### src/rtl/data_memory_param_pkg.sv
// Shared definitions for the nRISC data memory and the CPU top that embeds it.
// Holds the clear-sequencer state encoding and default bus widths.
// No logic; pure types and constants.
package data_memory_param_pkg;

  // Encoding is fixed: the CPU top decodes these values directly.
  typedef enum logic {
    MEM_ST_CLEAR = 1'b0,
    MEM_ST_READY = 1'b1
  } mem_state_e;

  localparam int DEF_DATA_W = 8;
  localparam int DEF_ADDR_W = 8;

endpackage

### src/rtl/data_memory_param_if.sv
// Load/store bus between the datapath and the data memory.
// Ports: address/writedata/memwrite driven by master (datapath);
//        data/ready/addr_err driven by slave (memory).
interface data_memory_param_if
  import data_memory_param_pkg::*;
#(
  parameter int DATA_W = DEF_DATA_W,
  parameter int ADDR_W = DEF_ADDR_W
);
  logic [ADDR_W-1:0] address;
  logic [DATA_W-1:0] writedata;
  logic              memwrite;
  logic [DATA_W-1:0] data;
  logic              ready;
  logic              addr_err;

  modport master (
    output address, writedata, memwrite,
    input  data, ready, addr_err
  );

  modport slave (
    input  address, writedata, memwrite,
    output data, ready, addr_err
  );
endinterface

### src/rtl/data_memory_param_mem_clear_seq.sv
// Post-reset clear sequencer: walks ptr over every word index once, then parks in READY.
// Latency: done rises on the DEPTH-th rising edge after reset releases.
// No backpressure: runs freely one word per cycle.
// Ports: clock, reset (async active-low), ptr (word to clear), clr_we (clear write), done.
module mem_clear_seq
  import data_memory_param_pkg::*;
#(
  parameter int DEPTH = 16,
  parameter int PW    = (DEPTH > 1) ? $clog2(DEPTH) : 1
) (
  input  logic          clock,
  input  logic          reset,
  output logic [PW-1:0] ptr,
  output logic          clr_we,
  output logic          done
);

  localparam logic [PW-1:0] LAST = PW'(DEPTH - 1);

  mem_state_e    state_q, state_d;
  logic [PW-1:0] ptr_q, ptr_d;

  always_ff @(posedge clock or negedge reset) begin
    if (!reset) begin
      state_q <= MEM_ST_CLEAR;
      ptr_q   <= '0;
    end else begin
      state_q <= state_d;
      ptr_q   <= ptr_d;
    end
  end

  always_comb begin
    state_d = state_q;
    ptr_d   = ptr_q;
    clr_we  = 1'b0;
    case (state_q)
      MEM_ST_CLEAR: begin
        clr_we = 1'b1;
        // Hold the pointer on the last word instead of wrapping back to 0.
        if (ptr_q == LAST) state_d = MEM_ST_READY;
        else               ptr_d   = ptr_q + 1'b1;
      end
      default: ;  // READY is terminal until reset
    endcase
  end

  assign ptr  = ptr_q;
  assign done = (state_q == MEM_ST_READY);

endmodule

### src/rtl/data_memory_param.sv
// Word-wide data RAM: combinational read, synchronous write, post-reset clear, range guard.
// Latency: read 0 cycles, write lands on the sampling edge, addr_err 1 cycle after the edge.
// No backpressure: every in-range write is taken; accesses are inert until ready.
// Ports: clock, reset (async active-low), bus (slave side of data_memory_param_if).
module data_memory_param
  import data_memory_param_pkg::*;
#(
  parameter int                 DATA_W   = DEF_DATA_W,
  parameter int                 ADDR_W   = DEF_ADDR_W,
  parameter int                 DEPTH    = 256,
  parameter logic [DATA_W-1:0]  INIT_VAL = '0
) (
  input  logic                 clock,
  input  logic                 reset,
  data_memory_param_if.slave   bus
);

  localparam int              PW      = (DEPTH > 1) ? $clog2(DEPTH) : 1;
  // One extra bit so DEPTH == 2**ADDR_W is representable.
  localparam logic [ADDR_W:0] DEPTH_X = (ADDR_W + 1)'(DEPTH);

  reg [DATA_W-1:0] mem [0:DEPTH-1];

  logic [PW-1:0]     clr_ptr;
  logic              clr_we;
  logic              done;
  logic              in_range;
  logic              port_we;
  logic              we;
  logic [PW-1:0]     waddr;
  logic [DATA_W-1:0] wdat;
  logic              addr_err_q;

  mem_clear_seq #(.DEPTH(DEPTH), .PW(PW)) u_clr (
    .clock  (clock),
    .reset  (reset),
    .ptr    (clr_ptr),
    .clr_we (clr_we),
    .done   (done)
  );

  assign in_range = ({1'b0, bus.address} < DEPTH_X);
  assign port_we  = done && bus.memwrite && in_range;

  // Sequencer owns the write port until it reports done.
  assign we    = clr_we || port_we;
  assign waddr = clr_we ? clr_ptr  : bus.address[PW-1:0];
  assign wdat  = clr_we ? INIT_VAL : bus.writedata;

  always_ff @(posedge clock) begin
    if (we) mem[waddr] <= wdat;
  end

  always_ff @(posedge clock or negedge reset) begin
    if (!reset) addr_err_q <= 1'b0;
    else        addr_err_q <= done && bus.memwrite && !in_range;
  end

  assign bus.data     = (done && in_range) ? mem[bus.address[PW-1:0]] : '0;
  assign bus.ready    = done;
  assign bus.addr_err = addr_err_q;

endmodule

### src/flat_wrapper.sv
// flat-port wrapper written by rule: the top's interface ports become plain ports
module data_memory_param_flat import data_memory_param_pkg::*;
#(
  parameter int                 DATA_W   = DEF_DATA_W,
  parameter int                 ADDR_W   = DEF_ADDR_W,
  parameter int                 DEPTH    = 256,
  parameter logic [DATA_W-1:0]  INIT_VAL = '0
)
  (clock, reset, bus_address, bus_writedata, bus_memwrite, bus_data, bus_ready, bus_addr_err);
  data_memory_param_if #(.DATA_W(DATA_W), .ADDR_W(ADDR_W)) bus_i ();
  input  logic clock;
  input  logic reset;
  input wire logic [$bits(bus_i.address)-1:0] bus_address;
  input wire logic [$bits(bus_i.writedata)-1:0] bus_writedata;
  input wire logic [$bits(bus_i.memwrite)-1:0] bus_memwrite;
  output wire logic [$bits(bus_i.data)-1:0] bus_data;
  output wire logic [$bits(bus_i.ready)-1:0] bus_ready;
  output wire logic [$bits(bus_i.addr_err)-1:0] bus_addr_err;
  assign bus_i.address = bus_address;
  assign bus_i.writedata = bus_writedata;
  assign bus_i.memwrite = bus_memwrite;
  assign bus_data = bus_i.data;
  assign bus_ready = bus_i.ready;
  assign bus_addr_err = bus_i.addr_err;
  data_memory_param #(.DATA_W(DATA_W), .ADDR_W(ADDR_W), .DEPTH(DEPTH), .INIT_VAL(INIT_VAL)) u_core (.clock(clock), .reset(reset), .bus(bus_i));
endmodule
### config.mk
export PLATFORM = sky130hd
export DESIGN_NAME = data_memory_param_flat
export DESIGN_NICKNAME = d
export VERILOG_FILES = /design/src/rtl/data_memory_param_pkg.sv /design/src/rtl/data_memory_param_if.sv /design/src/rtl/data_memory_param_mem_clear_seq.sv /design/src/rtl/data_memory_param.sv /design/src/flat_wrapper.sv
export SDC_FILE = /design/constraint.sdc
export NUM_CORES = 2
export LEC_CHECK = 0
export ABC_AREA = 1
export CAP_MARGIN = 20
export CORE_UTILIZATION = 40
export CTS_CLUSTER_DIAMETER = 50
export DETAILED_ROUTE_END_ITERATION = 10
export GPL_TIMING_DRIVEN = 0
export PLACE_DENSITY = 0.59
export SETUP_SLACK_MARGIN = 0.05
export SYNTH_ARGS = -nofsm -noshare
export SYNTH_HDL_FRONTEND = slang
export SYNTH_SLANG_ARGS = --single-unit
### constraint.sdc
create_clock -name clock -period 5.2 [get_ports clock]
set_clock_uncertainty 0.05 [all_clocks]
set_input_delay 0.78 -clock clock [delete_from_list [all_inputs] [get_ports clock]]
set_output_delay 0.78 -clock clock [all_outputs]
set_load 0.01 [all_outputs]
==> metrics.txt <==
status=finished, violations left; failing checks=negative setup slack; xor/xnor share of the synthesized area=0.000627; io pins=29; CP Class=primary input to output port; vias in the first global route=57412; area growth from synthesis to layout=15.2%; initial drt markers=11875; largest net degree at the start of global routing=171; CTS max path bufs=3; CTS clk-pin slew, worst paths=0.06 ns; commonest cells after routing, fill and taps aside=nand2_1 (2142), edfxtp_1 (2048), nand3_1 (2017), buf_2 (297), nor2_1 (259); core area=0.208 sq mm; Post-Syn Instances=7076; WP buf/inv=5; Net Sw Power=8650 uW; crit path DAT=4.52 ns; Setup Viol. Count Final=7; number of max-cap violations=0; Worst path most repeated cell=nand3_1; final period utilization=1.03; Crit path largest cell delay=0.52 ns; number of library cell types mapped by synthesis=29; worst reg2reg path startpoint=u_core.u_clr.done; Leak Pwr=0.0330 uW; Worst VDD drop=387 uV; post-synthesis mux area share=0; Clock Power Share=0.426; commonest non-fill, non-tap cell in the layout=nand2_1; antenna violations before repair=15; max-slew violations=0; Via-to-Cell Ratio=6.07; crit-path max FO=10; fill count=18823; Post-Synth Simple-Gate Area=0.230; total clock sinks=2057; grt ovf=0; Chip Width=460 microns; final hold viol count=0; global-route wire length before repair=481000 microns; Final Critical Period=5.35 ns; largest family of logic cells by synthesized area=simple AND/OR/NAND/NOR gates; die area=0.211 sq mm; Die H=460 microns; Reg2Reg Setup Slack=1.02 ns; post-route DRC violation count=0; pre-CTS WS=-0.915 ns; hold slack=0.282 ns; cts hold-fix bufs=0; Routed WL per cell=34.4 microns; combinational power share=0.068; CP max stage cell=clkdlybuf4s50_1; number of buffer cells added on primary ports=22; Max transition margin=0.143; number of H-tree levels=4; Post-Syn Area per Cell=11.8 sq um; Synth Area in Compound Gates=0.000821; CP delay by family, top=simple AND/OR/NAND/NOR gates; CP startpoint=bus_address[1]; via count=63416; Ys Warns=0; Syn Nets=7096; Critical Path RT=4.37 ns; Yosys reg bits=2057; Synth Area in Adders=0.000149; nets=7497; Initial Utilization=0.404; WL final=360000 microns; First-pass DRT Iterations=6; Seq/Total Area, Yosys=0.736; Worst setup EP type=output port; CTS tree=built; TritonCTS buffer count=213; Int Power=26800 uW; Antenna Nets Post-Route=0; Post-Syn Area=0.0838 sq mm; CTS root buf=clkbuf_16; HP Class=primary input to asynchronous set/reset pin; WP depth=14; RSZ-0062 raised after global routing=yes; worst r2r path cells=12; sw frac=0.244; gpl congestion=1.05; crit path launch type=primary input; fmax=0.187 GHz; Worst R2R End=u_core.mem[89][3]; Pwr Density=367 mW/mm^2; Final WS setup=-0.149 ns; CP cell instances=buf_6 -> inv_2 -> buf_2 -> buf_2 -> nand3_1 -> nand3_1 -> nand3_1 -> nand3_1 -> nand3_1 -> nand3_1 -> nand2_1 -> nand2_1 -> nand2_1 -> clkdlybuf4s50_1; GRT Util Overall=0.336; Pwr Total=35500 uW; share of layout cells above drive strength 1=0.122; DP HPWL=250000 microns; Seq pwr share=0.506; Row Count=167; Clock Latency Late Sink=0.89 ns; Worst Tran Pin Value=1.28 ns
==> flip-flops by register name (all words and copies together), names as in the netlist <==
register / flops
u_core.u_clr.ptr: 8
u_core.mem: 2048
u_core.u_clr.done: 1
==> what timing repair did <==
action,4_1_cts,5_1_grt
endpoints found under the setup margin,8,7
pin swaps,0,0
cloned,0,0
setup buffers,2,0
hold endpoints to repair,0,0
resized for setup,60,20
==> worst max path at each step <==
| stage | slack (ns) | end |
|---|---|---|
| 5_1_grt | 0.007 | bus_data[7] |
| 3_3_place_gp | -4.69 | u_core.mem[111][5] |
| 6_report | -0.15 | bus_data[2] |
| 2_1_floorplan | 0.80 | u_core.mem[0][0] |
| 3_5_place_dp | -0.92 | bus_data[5] |
| 4_1_cts | 0.04 | bus_data[5] |
==> routing by layer <==
metal  up-vias  routed length, microns  global-route usage
met5         -                      62                   0
met4        10                   22700               0.180
met3       999                   50900               0.100
met2      5166                  152000               0.485
met1     31318                  135000               0.456
li1      25923                       -                   -
==> power groups by stage <==
stage / Combinational [uW] / Sequential, uW / Clock [uW]
2_1_floorplan: 1170 / 18300 / 0
3_3_place_gp: 2240 / 18300 / 0
3_5_place_dp: 2270 / 18300 / 0
4_1_cts: 2280 / 17900 / 15000
5_1_grt: 2450 / 17900 / 15700
6_report: 2400 / 17900 / 15100
==> synth_stat cells <==
library cell | n | area, sq um
nor3_1 | 1 | 5.00
inv_2 | 7 | 26.3
edfxtp_1 | 2048 | 61500
dfrtp_1 | 9 | 225
nor3_2 | 1 | 10.0
clkinv_1 | 1 | 3.75
buf_1 | 41 | 154
o21ai_2 | 3 | 26.3
inv_1 | 47 | 176
nand3_2 | 1 | 10.0
clkbuf_1 | 92 | 345
buf_2 | 304 | 1520
buf_4 | 34 | 255
nor2_2 | 7 | 43.8
nand4_1 | 1 | 6.26
o21ai_1 | 2 | 10.0
ha_1 | 1 | 12.5
inv_4 | 1 | 6.26
nor2_4 | 1 | 11.3
xor2_1 | 2 | 17.5
a21oi_2 | 2 | 17.5
buf_6 | 15 | 169
nor2_1 | 286 | 1070
nand3_1 | 2018 | 10100
conb_1 | 1 | 3.75
xnor2_1 | 4 | 35.0
nand2_1 | 2142 | 8040
nor3b_1 | 1 | 7.51
o21ai_0 | 3 | 15.0
==> through the flow <==
stage | utilization | setup TNS (ns) | cells | instance area, sq um
floorplan | - | 0 | 7076 | 83800
global placement | 0.421 | -8189.95 | 9886 | 87500
detailed placement | 0.431 | -6.65 | 10031 | 89500
CTS | 0.464 | 0 | 10423 | 96400
global route | 0.465 | 0 | 10442 | 96500
finish | 0.465 | -0.565 | 10451 | 96600
==> cell families after synthesis <==
family                   Yosys count
AND/OR/NAND/NOR                 4459
XOR/XNOR                           6
AO/OA/AOI/OAI                     10
other                              1
adder cells (fa/ha/maj)            1
flip-flops                      2057
buffers and inverters            542
==> layout make-up <==
| class | count | area [sq um] | share of cell area |
|---|---|---|---|
| diodes | 10 | 25.0 | 0.000259 |
| clock buffers | 255 | 5550 | 0.0575 |
| repair buffers | 187 | 2230 | 0.0231 |
| plain buffers | 485 | 2570 | 0.0266 |
| clock inverters | 136 | 1180 | 0.0122 |
| inverters | 56 | 277 | 0.00286 |
| well taps | 2788 | 3490 | 0.0361 |
| multi-input cells | 4477 | 19500 | 0.202 |
| flip-flops and latches | 2057 | 61700 | 0.639 |
Power figures use the tool's default switching activity.
